File: src/rtl/led_pkg.sv
// Shared types for the LED PWM bank: channel mode encoding.
package led_pkg;

    typedef enum logic [1:0] {
        MODE_DIRECT = 2'b00,
        MODE_PWM    = 2'b01,
        MODE_BLINK  = 2'b10,
        MODE_OFF    = 2'b11
    } led_mode_e;

    function automatic int idx_width(input int n);
        return (n > 1) ? $clog2(n) : 1;
    endfunction

endpackage

File: src/rtl/led_pwm_channel.sv
// One LED channel: mode, shadow/active duty and registered output mux.
module led_pwm_channel
    import led_pkg::*;
#(
    parameter int PWM_BITS = 8
) (
    input  logic                clk,
    input  logic                rst_n,
    input  logic                we,
    input  led_mode_e           wr_mode,
    input  logic [PWM_BITS-1:0] wr_duty,
    input  logic                period_start,
    input  logic [PWM_BITS-1:0] cnt,
    input  logic                blink_on,
    input  logic                direct,
    output logic                led
);

    led_mode_e           mode;
    logic [PWM_BITS-1:0] shadow;
    logic [PWM_BITS-1:0] active;

    always_ff @(posedge clk or negedge rst_n) begin
        if (!rst_n) begin
            mode   <= MODE_DIRECT;
            shadow <= '0;
            active <= '0;
            led    <= 1'b0;
        end else begin
            if (we) begin
                mode   <= wr_mode;
                shadow <= wr_duty;
            end
            // A write landing on the period start wins over the old shadow.
            if (period_start) begin
                active <= we ? wr_duty : shadow;
            end
            unique case (mode)
                MODE_DIRECT: led <= direct;
                MODE_PWM:    led <= (cnt < active);
                MODE_BLINK:  led <= blink_on && (cnt < active);
                MODE_OFF:    led <= 1'b0;
            endcase
        end
    end

endmodule

File: src/rtl/led_pwm_bank.sv
// Bank of LED channels sharing one prescaler, PWM counter and blink timer.
module led_pwm_bank
    import led_pkg::*;
#(
    parameter int N_LEDS        = 8,
    parameter int PWM_BITS      = 8,
    parameter int PRESCALE      = 16,
    parameter int BLINK_PERIODS = 64,
    localparam int IDX_W = idx_width(N_LEDS)
) (
    input  logic                clk,
    input  logic                rst_n,
    input  logic [N_LEDS-1:0]   count,
    input  logic                cfg_we,
    input  logic [IDX_W-1:0]    cfg_idx,
    input  logic [1:0]          cfg_mode,
    input  logic [PWM_BITS-1:0] cfg_duty,
    output logic [N_LEDS-1:0]   led,
    output logic                frame
);

    localparam int PS_W = (PRESCALE > 1) ? $clog2(PRESCALE) : 1;
    localparam int BL_W = (BLINK_PERIODS > 1) ? $clog2(BLINK_PERIODS) : 1;

    logic [PS_W-1:0]     presc;
    logic [PWM_BITS-1:0] pwm_cnt;
    logic [BL_W-1:0]     blink_cnt;
    logic                blink_on;
    logic                tick;
    logic                period_start;

    assign tick         = (presc == PS_W'(PRESCALE - 1));
    assign period_start = tick && (pwm_cnt == '1);

    always_ff @(posedge clk or negedge rst_n) begin
        if (!rst_n) begin
            presc     <= '0;
            pwm_cnt   <= '0;
            blink_cnt <= '0;
            blink_on  <= 1'b1;
            frame     <= 1'b0;
        end else begin
            presc <= tick ? '0 : presc + 1'b1;
            if (tick) begin
                pwm_cnt <= pwm_cnt + 1'b1;
            end
            if (period_start) begin
                if (blink_cnt == BL_W'(BLINK_PERIODS - 1)) begin
                    blink_cnt <= '0;
                    blink_on  <= ~blink_on;
                end else begin
                    blink_cnt <= blink_cnt + 1'b1;
                end
            end
            frame <= period_start;
        end
    end

    // Indices at or above N_LEDS match no channel, so such writes fall away.
    for (genvar i = 0; i < N_LEDS; i++) begin : g_ch
        led_pwm_channel #(
            .PWM_BITS(PWM_BITS)
        ) u_ch (
            .clk          (clk),
            .rst_n        (rst_n),
            .we           (cfg_we && (cfg_idx == IDX_W'(i))),
            .wr_mode      (led_mode_e'(cfg_mode)),
            .wr_duty      (cfg_duty),
            .period_start (period_start),
            .cnt          (pwm_cnt),
            .blink_on     (blink_on),
            .direct       (count[i]),
            .led          (led[i])
        );
    end

endmodule

File: config.mk
export PLATFORM = sky130hd
export DESIGN_NAME = led_pwm_bank
export DESIGN_NICKNAME = d
export VERILOG_FILES = /design/src/rtl/led_pkg.sv /design/src/rtl/led_pwm_channel.sv /design/src/rtl/led_pwm_bank.sv
export SDC_FILE = /design/constraint.sdc
export NUM_CORES = 1
export LEC_CHECK = 0
export BUFFER_PORTS_ARGS = -buffer_cell sky130_fd_sc_hd__buf_2
export CAP_MARGIN = 20
export CORE_UTILIZATION = 30
export CTS_CLUSTER_DIAMETER = 30
export CTS_CLUSTER_SIZE = 28
export DETAILED_ROUTE_END_ITERATION = 6
export SETUP_SLACK_MARGIN = 0.4
export SYNTH_ARGS = -nofsm -noshare
export SYNTH_HDL_FRONTEND = slang
export SYNTH_SLANG_ARGS = --single-unit
export TNS_END_PERCENT = 50
File: constraint.sdc
create_clock -name clk -period 2.2 [get_ports clk]
set_input_delay 0.11 -clock clk [delete_from_list [all_inputs] [get_ports clk]]
set_output_delay 0.11 -clock clk [all_outputs]
set_load 0.05 [all_outputs]
==> impl_metrics.json, run 1 <==
{
  "status": "finished, violations left",
  "violations": "design-rule violations",
  "rows": 59,
  "ys_types": 38,
  "dp_cells": 1068,
  "cts-root-buf": "clkbuf_16",
  "synth-compound-area-share": 0.0775,
  "cts_tree": "built",
  "critPathMaxFanout": 7,
  "antenna_found_initial": 0,
  "ys_warn_count": 0,
  "drt-wirelength-per-cell_um": 16.3,
  "nets": 845,
  "fin_setup_tns_ns": 0,
  "min_period_ns": 1.77,
  "critPathLaunchType": "register",
  "fin_ws_ns": 0.434,
  "gp_congestion": 0.778,
  "synth_top_family_by_area": "multiplexers",
  "avgSynthCellArea_um2": 11.4,
  "vias_per_cell": 4.66,
  "final-hold-violation-count": 0,
  "drt_iter0_drc": 262,
  "grt_pass1_vias": 5187,
  "routed_wl_um": 18100,
  "slew_headroom": 0.555,
  "synthArstFlopShare": 1.00,
  "drc_errors": 5,
  "die_w_um": 166,
  "grt_overflow": 0,
  "skew_ns": 0.00995,
  "arrival_ns": 2.12,
  "tightestPinTransition_ns": 0.664,
  "first_pass_iters": 6,
  "mappedNetlistNets": 792,
  "total_power_mw": 7.59,
  "worst-setup-path-type": "reg2reg",
  "final_cells": 1110,
  "design_area_mm2": 0.00949,
  "period_share": 0.803,
  "cts_sinks": 172,
  "core_area_mm2": 0.0262,
  "yosys.area_share.simple": 0.109,
  "grt_max_degree": 57,
  "power.density_mw_per_mm2": 800,
  "hp-class": "in2reg",
  "ys_seq_elements": 172,
  "grt_usage": 0.140,
  "syn_inst": 709,
  "max_freq_mhz": 566,
  "fillers": 2558,
  "preCtsSetupSlack_ns": 0.236,
  "synth_fa_ha_area_frac": 0.0915,
  "yosysTopAreaCell": "dfrtp_1",
  "synth_top_area_frac": 0.530,
  "synth_area_mm2": 0.00807,
  "ioPinCount": 33,
  "cts_buffer_depth": 2,
  "dpl.hpwl_um": 12100,
  "cap_viol_max_count": 0,
  "cp.required_ns": 2.55,
  "die_area_mm2": 0.0276,
  "muxShareOfSynthArea": 0.124,
  "syn_to_final_growth_pct": 17.6,
  "cts_buffers": 17,
  "ys_top_cells_by_area": "dfrtp_1, mux2_2, ha_1",
  "antenna_left": 0,
  "yosysMostFrequentCell": "dfrtp_1",
  "placed_area_mm2": 0.00869,
  "antenna_cells": 0,
  "synth_edf_count": 0,
  "num_vias": 5168,
  "synth_ff_type": "dfrtp_1",
  "setup_violations": 0,
  "synth_top_cells_by_count": "dfrtp_1, nand2_1, mux2_2",
  "grt_pass1_wl_um": 29300,
  "layout-drive-gt1-share": 0.258,
  "grt_setup_unrepaired": "true",
  "r2r_setup_slack_ns": 0.43,
  "die_h_um": 166,
  "synth_xor_area_frac": 0.0129,
  "ys_seq_area_frac": 0.533,
  "cts.clk_slew.worst_paths_ns": 0.06,
  "leakage_nw": 4.44,
  "start_util": 0.308,
  "end_kind": "register",
  "slew_viol_final": 0,
  "port_buffers": 32,
  "peakVddDrop_uv": 530,
  "htree_levels": 4,
  "clk_latency_ns": 0.43
}
==> cell usage in the layout, fill, tap and decap left out, types with 8 or more instances in the layout <==
master / instances
ha_1: 57
nor2b_1: 9
nand2_1: 100
inv_1: 58
o21ai_1: 14
dlygate4sd3_1: 8
dfrtp_1: 164
o21ai_0: 63
nor2_1: 27
buf_2: 31
clkbuf_16: 17
buf_4: 19
xnor2_1: 8
mux2_2: 85
nand4_1: 11
a211oi_1: 9
==> final timing paths <==
check                                   from                      to  cells after the start
min in group asynchronous              rst_n  g_ch[7].u_ch.shadow[4]                      2
worst max register to register    pwm_cnt[2]        g_ch[7].u_ch.led                      6
worst max-delay path              pwm_cnt[2]        g_ch[7].u_ch.led                      6
max in group asynchronous              rst_n                blink_on                      3
worst min-delay path                count[5]        g_ch[5].u_ch.led                      3
worst min register to register  blink_cnt[5]            blink_cnt[5]                      1
==> state kept, by name (all words and copies together) (netlist names) <==
register / flops
g_ch.u_ch.shadow: 64
pwm_cnt: 8
blink_cnt: 6
g_ch.u_ch.mode: 16
g_ch.u_ch.active: 64
frame: 1
blink_on: 1
g_ch.u_ch.led: 8
presc: 4
==> cell families (layout without fill, tap and decap cells) <==
kind of cell / Yosys count / in the layout
xor+xnor: 11 / 11
buf+inv: 90 / 156
flops: 172 / 172
mux: 89 / 89
compound gates: 109 / 109
simple gates: 179 / 179
fa+ha+maj: 59 / 59
==> final cells by class <==
| type | count | area, um2 | share of cell area |
|---|---|---|---|
| clock buffer | 23 | 478 | 0.0504 |
| tap | 335 | 419 | 0.0442 |
| timing repair buffer | 65 | 492 | 0.0518 |
| clock inverter | 9 | 135 | 0.0142 |
| multi-input combinational | 447 | 3420 | 0.361 |
| inverter | 59 | 229 | 0.0241 |
| sequential | 172 | 4310 | 0.455 |
==> worst max-delay path, stage by stage (launching register included) <==
cell and delay (ns):
dfrtp_2 0.49, ha_1 0.36, a211oi_2 0.22, o21ai_1 0.12
a211oi_2 0.28, mux2i_1 0.11, o21ai_1 0.12
==> routing by layer <==
| layer | up-vias | part of all wire | global-route usage |
|---|---|---|---|
| li1 | 2527 | - | - |
| met1 | 2550 | 0.48 | 0.186 |
| met2 | 74 | 0.47 | 0.225 |
| met3 | 17 | 0.035 | 0.0331 |
| met4 | 0 | 0.015 | 0.0439 |
| met5 | - | 0 | 0 |
==> repair_timing <==
action	CTS	global route
endpoints found under the setup margin	75	75
buffers inserted	1	1
hold buffers	8	0
gates resized for setup	10	19
endpoints found under the hold margin	58	0
pin swaps	2	8
==> report_power, final <==
group	internal (mW)	switching, mW	total (mW)
registers	3.52	0.123	3.64
logic	0.377	0.458	0.835
clock network	1.88	1.23	3.12
==> metrics by stage <==
stage,hold WS [ns],util
after global routing,0.0580,0.362
after global placement,0.112,0.332
after CTS,0.00339,0.360
after floorplan,-0.186,-
after detailed placement,0.110,0.332
final,0.0158,0.362
Note: power is estimated with default switching activity, not from simulation.
==> inputs of run 2 (changes only) <==
- clock period: 2.2 -> 1.43 ns (I/O delays scaled with it)
==> impl_metrics.json, run 2 (synthesis gave the netlist of run 1 again) <==
{
  "status": "finished, violations left",
  "violations": "design-rule violations, negative setup slack",
  "port_buffers": 32,
  "num_vias": 5392,
  "dp_cells": 1103,
  "drt-wirelength-per-cell_um": 16.6,
  "gp_congestion": 0.766,
  "cts_tree": "built",
  "ioPinCount": 33,
  "antenna_cells": 0,
  "dpl.hpwl_um": 13000,
  "cts_buffers": 17,
  "die_area_mm2": 0.0276,
  "grt_max_degree": 40,
  "r2r_cells": 7,
  "total_power_mw": 12.2,
  "fillers": 2465,
  "cts_buffer_depth": 2,
  "period_share": 1.21,
  "cts-root-buf": "clkbuf_16",
  "fin_ws_ns": -0.299,
  "leakage_nw": 4.76,
  "worst-setup-path-type": "reg2reg",
  "cts_sinks": 172,
  "grt_pass1_wl_um": 30500,
  "start_util": 0.308,
  "layout-drive-gt1-share": 0.308,
  "slew_headroom": 0.658,
  "min_from": "cfg_duty[0]",
  "r2r_setup_slack_ns": -0.30,
  "layout_common_cells": "dfrtp_1, nand2_1, mux2_2, inv_1, o21ai_0",
  "grt_overflow": 0,
  "cp.required_ns": 1.78,
  "max_freq_mhz": 578,
  "setup_violations": 80,
  "syn_to_final_growth_pct": 27.0,
  "end_kind": "register",
  "peakVddDrop_uv": 819,
  "hold_path_end": "g_ch[3].u_ch.shadow[0]",
  "fin_setup_tns_ns": -15.52,
  "final_cells": 1150,
  "htree_levels": 4,
  "final_common_cell": "dfrtp_1",
  "antenna_left": 0,
  "cts.clk_slew.worst_paths_ns": 0.07,
  "hp-class": "in2reg",
  "final-hold-violation-count": 0,
  "arrival_ns": 2.08,
  "antenna_found_initial": 1,
  "vias_per_cell": 4.69,
  "die_w_um": 166,
  "reg2reg_to": "g_ch[6].u_ch.led",
  "drc_errors": 3,
  "first_pass_iters": 7,
  "drt_iter0_drc": 334,
  "tightestPinTransition_ns": 0.512,
  "grt_pass1_vias": 5422,
  "core_area_mm2": 0.0262,
  "r2r_start": "pwm_cnt[2]",
  "critPathLaunchType": "register",
  "largestRegisters": "g_ch.u_ch.active (64), g_ch.u_ch.shadow (64), g_ch.u_ch.mode (16)",
  "grt_usage": 0.147,
  "rows": 59,
  "hold_depth": 2,
  "die_h_um": 166,
  "cap_viol_max_count": 0,
  "critPathMaxFanout": 4,
  "routed_wl_um": 19100,
  "grt_setup_unrepaired": "true",
  "clk_latency_ns": 0.43,
  "slew_viol_final": 0,
  "skew_ns": 0.00946,
  "power.density_mw_per_mm2": 1190,
  "nets": 885,
  "min_period_ns": 1.73
}
==> run 2: cell count changes in the layout (fill, tap and decap cells not counted), moves of 3 or more <==
cell / delta
o21ai_0: -13
o21ai_1: +13
buf_2: -9
buf_12: +11
ha_1: -9
dfrtp_1: +3
dfrtp_2: -4
ha_4: +8
clkinvlp_4: -3
buf_4: +18
buf_6: +15
==> run 2: power by group <==
| part | leakage, nW | switching, mW | internal, mW |
|---|---|---|---|
| clock | 0.324 | 1.89 | 3.25 |
| sequential | 1.87 | 0.207 | 5.41 |
| combinational | 2.56 | 0.714 | 0.680 |
| total | 4.76 | 2.82 | 9.34 |
==> run 2: area by class of cell <==
class | count | area, um2 | share of cell area
Multi-Input combinational cell | 447 | 3550 | 0.347
Clock buffer | 22 | 474 | 0.0463
Timing Repair Buffer | 105 | 1070 | 0.104
Clock inverter | 10 | 186 | 0.0182
Tap cell | 335 | 419 | 0.0409
Inverter | 59 | 234 | 0.0228
Sequential cell | 172 | 4310 | 0.421
==> run 2: metrics by stage <==
stage          hold WS [ns]  utilization  worst slack, ns  instance area, um2
6_report             0.0832        0.391           -0.299               10200
3_5_place_dp       -0.00732        0.352           -0.323                9220
5_1_grt              0.0694        0.391           -0.395               10200
4_1_cts              0.0730        0.387           -0.315               10100
2_1_floorplan        -0.224            -           -0.108                8200
3_3_place_gp        -0.0120        0.352           -0.299                9220
==> run 2: routing by layer <==
layer	vias up	GRT usage	part of all wire
met5	-	0	0.00052
met4	2	0.0431	0.013
met3	21	0.0343	0.030
met2	62	0.231	0.46
met1	2692	0.201	0.49
li1	2615	-	-
==> run 2: timing repair <==
| action | 4_1_cts | 5_1_grt |
|---|---|---|
| gates cloned | 0 | 1 |
| hold endpoints to repair | 179 | 0 |
| pin swaps | 10 | 3 |
| setup endpoints to repair | 98 | 100 |
| hold buffers | 9 | 0 |
| buffers inserted | 4 | 1 |
| gates resized for setup | 25 | 31 |
==> run 2: worst max-delay path: stages (launching register included) <==
cell and delay, ns:
dfrtp_4 0.53, buf_12 0.16, ha_4 0.22, a211oi_2 0.16
o21ai_1 0.10, a211oi_2 0.24, mux2i_1 0.11, o21ai_1 0.13
==> run 2: how the worst max path moves through the flow <==
stage / startpoint / end / slack [ns] / cells after the start
floorplan: pwm_cnt[1] / blink_cnt[4] / -0.11 / 8
finish: pwm_cnt[2] / g_ch[6].u_ch.led / -0.30 / 7
global placement: pwm_cnt[2] / g_ch[3].u_ch.led / -0.30 / 5
global route: pwm_cnt[2] / g_ch[1].u_ch.led / -0.39 / 7
CTS: pwm_cnt[2] / g_ch[6].u_ch.led / -0.31 / 7
detailed placement: pwm_cnt[2] / g_ch[3].u_ch.led / -0.32 / 5
==> inputs of run 3 (changes only) <==
- SYNTH_HIERARCHICAL: default -> 1
==> impl_metrics.json, run 3 <==
{
  "status": "finished, violations left",
  "violations": "design-rule violations, negative setup slack",
  "rows": 59,
  "r2r_setup_slack_ns": -0.24,
  "peakVddDrop_uv": 861,
  "multi_input_area_mm2": 0.00389,
  "cp.depth": 6,
  "largestRegisters": "g_ch.u_ch/active (64), g_ch.u_ch/shadow (64), g_ch.u_ch/mode (16)",
  "r2r_cells": 6,
  "fillers": 2446,
  "slew_headroom": 0.607,
  "setup_violations": 85,
  "clk_latency_ns": 0.44,
  "ys_seq_area_frac": 0.534,
  "slew_viol_final": 0,
  "min_from": "cfg_mode[1]",
  "num_vias": 5633,
  "first_pass_iters": 7,
  "dpl.hpwl_um": 13300,
  "synth_top_cells_by_count": "dfrtp_1, nand2_1, inv_1",
  "routed_wl_um": 20200,
  "synth_top_area_frac": 0.531,
  "hp-class": "in2reg",
  "htree_levels": 4,
  "grt_pass1_vias": 5742,
  "cts_sinks": 172,
  "final_common_cell": "dfrtp_1",
  "antenna_found_initial": 0,
  "arrival_ns": 2.03,
  "skew_ns": 0.00995,
  "antenna_cells": 0,
  "grt_usage": 0.155,
  "crit_chain": "buf_12 -> ha_4 -> a211o_1 -> o211ai_4 -> o211ai_1 -> a22oi_1",
  "layout-drive-gt1-share": 0.336,
  "dp_cells": 1135,
  "synth_ff_type": "dfrtp_1",
  "die_w_um": 166,
  "slowest_stage": "dfrtp_2",
  "grt_pass1_wl_um": 32200,
  "gp_congestion": 0.794,
  "period_share": 1.17,
  "final-hold-violation-count": 0,
  "reg2reg_to": "g_ch[3].u_ch/led",
  "hold_ws_ns": 0.0503,
  "layout_common_cells": "dfrtp_1, buf_4, nand2_1, inv_1, o21ai_1",
  "syn_inst": 687,
  "synth_edf_count": 0,
  "ioPinCount": 33,
  "critPathLaunchType": "register",
  "ys_top_cells_by_area": "dfrtp_1, ha_1, mux2_2",
  "cp_top_family": "compound AO/OA/AOI/OAI gates",
  "preCtsSetupSlack_ns": -0.326,
  "power.density_mw_per_mm2": 1070,
  "tightestPinTransition_ns": 0.589,
  "critPathMaxStageDelay_ns": 0.46,
  "final_cells": 1188,
  "cts_buffer_depth": 2,
  "antenna_left": 0,
  "total_power_mw": 11.6,
  "fin_ws_ns": -0.245,
  "critPathMaxFanout": 7,
  "r2r_start": "pwm_cnt[5]",
  "mappedNetlistNets": 770,
  "cap_viol_max_count": 0,
  "start_util": 0.307,
  "ys_warn_count": 6,
  "hold_depth": 3,
  "ys_types": 37,
  "grt_setup_unrepaired": "true",
  "worstPathBufferInverterCount": 1,
  "min_period_ns": 1.67,
  "end_kind": "register",
  "drt_iter0_drc": 334,
  "hold_path_end": "g_ch[1].u_ch/mode[1]",
  "yosysTopAreaCell": "dfrtp_1",
  "cts_tree": "built",
  "ff_latch_area_mm2": 0.00431,
  "grt_overflow": 0,
  "avgSynthCellArea_um2": 11.7,
  "cts-root-buf": "clkbuf_16",
  "port_buffers": 32,
  "cts.clk_slew.worst_paths_ns": 0.06,
  "grt_max_degree": 50,
  "worst-setup-path-type": "reg2reg",
  "synth_area_mm2": 0.00806,
  "cts_buffers": 17,
  "fin_setup_tns_ns": -16.45,
  "synthArstFlopShare": 1.00,
  "die_h_um": 166,
  "leakage_nw": 5.03,
  "ys_seq_elements": 172,
  "vias_per_cell": 4.74,
  "yosysMostFrequentCell": "dfrtp_1",
  "core_area_mm2": 0.0262,
  "max_freq_mhz": 597,
  "syn_to_final_growth_pct": 34.3,
  "drc_errors": 8,
  "nets": 923,
  "cp.required_ns": 1.78,
  "drt-wirelength-per-cell_um": 17.0,
  "die_area_mm2": 0.0275
}
run 3: changes by cell type after synthesis, moves of 15 or more:
cell	change
nand2_1	-23
o211ai_1	+15
mux2_1	+36
a211oi_1	-16
o21ai_1	+58
o21ai_0	-59
mux2_2	-39
run 3: report_power, final:
| group | switching [mW] | internal (mW) | total (mW) | leakage [nW] |
|---|---|---|---|---|
| clock | 2.02 | 2.56 | 4.57 | 0.270 |
| sequential | 0.194 | 5.42 | 5.61 | 1.91 |
| combinational | 0.808 | 0.616 | 1.42 | 2.84 |
| total | 3.02 | 8.59 | 11.6 | 5.03 |
run 3: cell type report:
cell class              count  area share
repair buffers            150       0.127
inverters                  66      0.0229
multi-input cells         433       0.360
clock buffers              21      0.0435
flip-flops and latches    172       0.398
clock inverters            11      0.0102
well taps                 335      0.0387
run 3: cell families after synthesis:
| logic type | share of synthesized area |
|---|---|
| muxes | 0.115 |
| and+or+nand+nor | 0.0842 |
| xor gates and xnor gates | 0.0120 |
| adders and majority gates | 0.0916 |
| DFF | 0.534 |
| buffers and inverters | 0.0394 |
| AOI/OAI and AO/OA | 0.124 |
run 3: stage by stage:
stage	area [um2]	util
floorplan	8070	-
global placement	9510	0.363
detailed placement	9510	0.363
CTS	10700	0.407
global route	10800	0.413
finish	10800	0.413
run 3: how the worst max path moves through the flow:
stage,slack (ns),startpoint,endpoint
after floorplan,-1.32,presc[0],g_ch[0].u_ch/active[5]
after global placement,-0.30,pwm_cnt[2],g_ch[1].u_ch/led
after detailed placement,-0.33,pwm_cnt[2],g_ch[7].u_ch/led
after CTS,-0.25,presc[0],g_ch[0].u_ch/active[0]
after global routing,-0.35,presc[1],blink_on
final,-0.24,pwm_cnt[5],g_ch[3].u_ch/led
run 3: tightest hold or removal path, cell delays in order:
cell and delay [ns]:
buf_2 0.21, nand2_1 0.10, o21ai_0 0.06
run 3: metal layers:
metal  wire [um]  track usage  up-vias
met3         494       0.0372       16
met1        9710        0.206     2822
li1            -            -     2731
met2        9880        0.255       64
met4         144       0.0378        0
met5           0            0        -
run 3: repair_timing:
action / 4_1_cts / 5_1_grt
hold buffers: 9 / 0
pin swaps: 41 / 27
endpoints found under the setup margin: 98 / 100
endpoints found under the hold margin: 50 / 0
resized for setup: 69 / 24
setup buffers: 10 / 2
